[src/rtl/stream_demux_pkg.sv]
// Shared types and constants for the stream_demux2 1-to-2 packet demultiplexer.
//   demux_state_e : routing FSM state (IDLE between packets, PKT0/PKT1 while a
//                   packet is bound to channel 0/1).
//   CH0, CH1      : channel identifiers, matching the value of s_sel.
package stream_demux_pkg;

    typedef enum logic [1:0] {
        IDLE = 2'd0,
        PKT0 = 2'd1,
        PKT1 = 2'd2
    } demux_state_e;

    localparam logic CH0 = 1'b0;
    localparam logic CH1 = 1'b1;

endpackage

[src/rtl/stream_out_reg.sv]
// One-entry valid/ready output register carrying a payload and a last flag.
// Ports:
//   clk, rst    : clock, asynchronous active-high reset
//   load        : write load_data/load_last into the register this edge
//   load_data   : payload to capture
//   load_last   : last flag to capture
//   can_accept  : register is empty or is being drained this cycle
//   valid/ready : downstream handshake; data/last held while valid && !ready
//   data, last  : registered payload and last flag
module stream_out_reg #(
    parameter int DATA_W = 8
) (
    input  logic              clk,
    input  logic              rst,
    input  logic              load,
    input  logic [DATA_W-1:0] load_data,
    input  logic              load_last,
    output logic              can_accept,
    output logic              valid,
    input  logic              ready,
    output logic [DATA_W-1:0] data,
    output logic              last
);

    // A drain and a refill in the same cycle replace the entry, so a full
    // register whose consumer is ready can still take a new beat.
    assign can_accept = ~valid | ready;

    always_ff @(posedge clk or posedge rst) begin
        if (rst) begin
            valid <= 1'b0;
            data  <= '0;
            last  <= 1'b0;
        end else if (load) begin
            valid <= 1'b1;
            data  <= load_data;
            last  <= load_last;
        end else if (ready) begin
            valid <= 1'b0;
        end
    end

endmodule

[src/rtl/stream_demux2.sv]
// 1-to-2 packet stream demultiplexer with a one-entry register per channel.
// The destination is taken from s_sel on the first beat of a packet and held
// until its last beat; beats then arrive on that channel one cycle later.
//
// Handshake: a beat transfers on a rising edge where valid && ready are both 1.
// A producer holding valid must keep data/last stable until the transfer;
// ready never depends on valid on the same interface.
//
// Ports:
//   clk, rst                         : clock, asynchronous active-high reset
//   s_valid/s_ready/s_data/s_last    : input stream
//   s_sel                            : destination, sampled on first beats only
//   m0_valid/m0_ready/m0_data/m0_last: channel 0 output stream
//   m1_valid/m1_ready/m1_data/m1_last: channel 1 output stream
//   state                            : current routing FSM state (debug)
//   pkt_cnt0, pkt_cnt1               : completed-packet counters, present only
//                                      when STREAM_DEMUX_CNT_EN is defined
// Build option: define STREAM_DEMUX_CNT_EN to add the packet counters.
module stream_demux2
    import stream_demux_pkg::*;
#(
    parameter int DATA_W = 8
`ifdef STREAM_DEMUX_CNT_EN
    ,
    parameter int CNT_W = 16
`endif
) (
    input  logic              clk,
    input  logic              rst,
    input  logic              s_valid,
    output logic              s_ready,
    input  logic [DATA_W-1:0] s_data,
    input  logic              s_last,
    input  logic              s_sel,
    output logic              m0_valid,
    input  logic              m0_ready,
    output logic [DATA_W-1:0] m0_data,
    output logic              m0_last,
    output logic              m1_valid,
    input  logic              m1_ready,
    output logic [DATA_W-1:0] m1_data,
    output logic              m1_last,
    output demux_state_e      state
`ifdef STREAM_DEMUX_CNT_EN
    ,
    output logic [CNT_W-1:0]  pkt_cnt0,
    output logic [CNT_W-1:0]  pkt_cnt1
`endif
);

    logic         tgt;
    logic         accept;
    logic         load0;
    logic         load1;
    logic         can0;
    logic         can1;
    demux_state_e state_next;

    // Mid-packet the route is fixed; only a first beat looks at s_sel.
    always_comb begin
        tgt = s_sel;
        case (state)
            PKT0:    tgt = CH0;
            PKT1:    tgt = CH1;
            default: tgt = s_sel;
        endcase
    end

    // Head-of-line: only the target channel's space gates the input, even if
    // the other channel is free.
    assign s_ready = (tgt == CH1) ? can1 : can0;
    assign accept  = s_valid & s_ready;
    assign load0   = accept & (tgt == CH0);
    assign load1   = accept & (tgt == CH1);

    always_comb begin
        state_next = state;
        if (accept) begin
            if (s_last) begin
                state_next = IDLE;
            end else begin
                state_next = (tgt == CH1) ? PKT1 : PKT0;
            end
        end
    end

    always_ff @(posedge clk or posedge rst) begin
        if (rst) begin
            state <= IDLE;
        end else begin
            state <= state_next;
        end
    end

    stream_out_reg #(.DATA_W(DATA_W)) u_out0 (
        .clk        (clk),
        .rst        (rst),
        .load       (load0),
        .load_data  (s_data),
        .load_last  (s_last),
        .can_accept (can0),
        .valid      (m0_valid),
        .ready      (m0_ready),
        .data       (m0_data),
        .last       (m0_last)
    );

    stream_out_reg #(.DATA_W(DATA_W)) u_out1 (
        .clk        (clk),
        .rst        (rst),
        .load       (load1),
        .load_data  (s_data),
        .load_last  (s_last),
        .can_accept (can1),
        .valid      (m1_valid),
        .ready      (m1_ready),
        .data       (m1_data),
        .last       (m1_last)
    );

`ifdef STREAM_DEMUX_CNT_EN
    // Packets are counted when their last beat enters, not when it leaves.
    always_ff @(posedge clk or posedge rst) begin
        if (rst) begin
            pkt_cnt0 <= '0;
            pkt_cnt1 <= '0;
        end else begin
            if (load0 && s_last) begin
                pkt_cnt0 <= pkt_cnt0 + 1'b1;
            end
            if (load1 && s_last) begin
                pkt_cnt1 <= pkt_cnt1 + 1'b1;
            end
        end
    end
`endif

endmodule
[config.mk]
export PLATFORM = sky130hd
export DESIGN_NAME = stream_demux2
export DESIGN_NICKNAME = d
export VERILOG_FILES = /design/src/rtl/stream_demux_pkg.sv /design/src/rtl/stream_out_reg.sv /design/src/rtl/stream_demux2.sv
export SDC_FILE = /design/constraint.sdc
export NUM_CORES = 1
export LEC_CHECK = 0
export ABC_CLOCK_PERIOD_IN_PS = 2500
export BUFFER_PORTS_ARGS = -buffer_cell sky130_fd_sc_hd__buf_2
export CORE_ASPECT_RATIO = 0.7
export CORE_MARGIN = 5
export CORE_UTILIZATION = 46
export CTS_CLUSTER_SIZE = 25
export DETAILED_ROUTE_END_ITERATION = 10
export PLACE_DENSITY = 0.77
export SYNTH_ARGS = -nofsm -noshare
export SYNTH_HDL_FRONTEND = slang
export SYNTH_SLANG_ARGS = --single-unit
[constraint.sdc]
create_clock -name clk -period 2.5 [get_ports clk]
set_clock_uncertainty 0.2 [all_clocks]
set_input_delay 0.375 -clock clk [delete_from_list [all_inputs] [get_ports clk]]
set_output_delay 0.375 -clock clk [all_outputs]
set_load 0.01 [all_outputs]
==> run_results.csv <==
group,metric,value,unit
yosys,yosysWarnings,0,
sta,setup_ws,0.1189,ns
yosys,yosysMostFrequentCell,"dfrtp_1",
yosys,synthArstFlopShare,1.000,
cts,cts_buffers,3,
detailed_routing,drt_iter0_markers,2,
power_and_ir_drop,power_density,1315,mW/mm2
die,die_w,63.41,um
status,status,"completed",
flow_run,maxCapViolCount,0,
finish,syn_to_final_growth,27.38,%
finish,layout.nets,120,
die,start_util,0.4910,
cts,clk_latency,0.30,ns
yosys,netlist.area_leader.share,0.5995,
placement,pre_cts_ws,0.4795,ns
finish,fin_util,0.6254,
detailed_routing,vias,631,
yosys,synth_ff_type,"dfrtp_1",
setup_path,crit_fanout,4,
cts,cts_tree,"yes",
die,die_h,47.39,um
detailed_routing,drc,0,
detailed_routing,drt_wl_total,1887,um
global_route,grt_pass1_wl,3118,um
cts,cts.sinks,22,
sta,finalCritPeriodShare,0.9525,
yosys,syn_inst,61,
yosys,synth_fp_nets,77,
hold_path,hold_class,"in -> async",
detailed_routing,drtPass1Iterations,2,
yosys,synth.avg_cell_area,15.06,um2
die,core,0.001871,mm2
power_and_ir_drop,total_leakage_power,0.0005825,uW
sta,final-hold-violation-count,0,
sta,slew_headroom,0.4586,
global_route,grt_max_degree,23,
sta,worstMarginPinSlew,0.8111,ns
sta,finalMaxSlewViolations,0,
finish,design_area,0.001170,mm2
detailed_routing,detail-route-antenna-nets,0,
die,rows,13,
sta,fmax,420.0,MHz
sta,setup-violations-final,0,
die,dieArea,0.003004,mm2
setup_path,cp-start-kind,"flop",
cts,root_buffer,"clkbuf_4",
sta,tns,0,ns
die,io_pins,38,
yosys,syn_area,918.4,um2
placement,io_buffers,37,
cts,clk_pin_slew_worst_paths,0.12,ns
global_route,grt_pass1_vias,657,
finish,diodes,0,
yosys,yosys.area.top_type,"dfrtp_1",
global_route,antenna_found_initial,0,
yosys,synth-seq-cells,22,
sta,min_period,2.381,ns
setup_path,crit_arrival,1.81,ns
yosys,synthTopCellsByArea,"dfrtp_1 60%, mux2_2 23%, nand3_4 3.8%",
yosys,synth_commonest_cells,"22 x dfrtp_1, 19 x mux2_2, 3 x nor2_1",
placement,dp_hpwl,1476,um
setup_path,cp-end-kind,"output port",
detailed_routing,wl_per_cell,15.22,um
power_and_ir_drop,ir_drop,746.0,uV
setup_path,criticalPathCategory,"reg -> out",
global_route,track_usage,0.1388,
global_route,grt-ovfl-total,0,
sta,rsz0062_at_grt,"no",
detailed_routing,via_per_inst,5.089,
finish,drive_above_1_share,0.6176,
setup_path,required,1.92,ns
cts,cts_buffer_depth,2,
cts,htree_levels,1,
placement,gp_congestion,0.7299,
placement,post_dp_cell_area,0.001131,mm2
yosys,ys_types,13,
finish,fillers,148,
yosys,seq_area_frac_synth,0.5995,
yosys,synth_edf_count,0,
## final cells by class
cell class,instances,area [um2],area share
well taps,22,27.53,0.02353
clock buffers,3,22.52,0.01925
repair buffers,38,192.7,0.1647
inverters,2,7.507,0.006417
multi-input cells,37,369.1,0.3155
flip-flops and latches,22,550.5,0.4706
## cell families (layout without fill, tap and decap cells)
kind of cell	count (synthesis)	after routing	synth area share
buffers and inverters	2	43	0.008177
flip-flops	22	22	0.5995
AO/OA/AOI/OAI	4	4	0.02998
multiplexers	22	22	0.2698
AND/OR/NAND/NOR	10	10	0.07902
adder cells (fa/ha/maj)	1	1	0.01362
## state kept, by name, summed over array words and instances (netlist names)
signal,cells
u_out0.data,8
u_out1.valid,1
state,2
u_out0.valid,1
u_out1.data,8
u_out1.last,1
u_out0.last,1
## worst paths after layout
| check | from | to | slack (ns) | cells after the start |
|---|---|---|---|---|
| worst max-delay path | state[1] | s_ready | 0.12 | 5 |
| worst min-delay path | rst | u_out0.data[7] | 0.01 | 2 |
| worst max register to register | state[1] | u_out1.data[0] | 0.46 | 4 |
| worst min register to register | u_out0.data[2] | u_out0.data[2] | 0.31 | 1 |
| max in group asynchronous | rst | u_out1.data[4] | 1.58 | 2 |
| min in group clk | s_data[7] | u_out0.data[7] | 0.11 | 2 |
## repair_timing
| action | 4_1_cts | 5_1_grt |
|---|---|---|
| setup buffers | 0 | 1 |
| hold buffers | 0 | 0 |
| endpoints found under the setup margin | 0 | 1 |
| resized for setup | 0 | 1 |
## stage by stage
stage          cells  total power [uW]  hold WS, ns
2_1_floorplan     61              1092       0.1642
3_3_place_gp     120              1339       0.2821
3_5_place_dp     120              1374       0.2895
4_1_cts          123              1528      0.03846
5_1_grt          124              1659      0.08859
6_report         124              1539     0.009723
## placed cells by master, fill, tap and decap left out, drive strengths merged
master,Yosys,final
ha,1,1
clkbuf,0,3
nand2b,2,2
o21ai,2,2
mux2i,3,3
nor2b,1,1
dfrtp,22,22
nand3,2,2
buf,0,38
inv,2,2
mux2,19,19
nor2,3,3
nand2,2,2
o2bb2ai,2,2
## worst max-delay path, cell delays in order, from the launching register on
cell and delay (ns):
dfrtp_1 0.43, ha_1 0.37, mux2_2 0.41, nor2_1 0.12
nor2_1 0.05, buf_2 0.13
## metal layers
metal / up-vias / GRT usage / wire [um]
met5: - / 0 / 0
met4: 0 / 0.01245 / 0
met3: 0 / 0.05981 / 150
met2: 23 / 0.2611 / 916
met1: 308 / 0.1567 / 820
li1: 300 / - / -
## report_power, final
| part | internal [uW] | switching [uW] |
|---|---|---|
| Combinational | 391 | 371 |
| Sequential | 537 | 86.1 |
| Clock | 56.1 | 97.7 |
| Total | 984 | 555 |
Power figures use the tool's default switching activity.
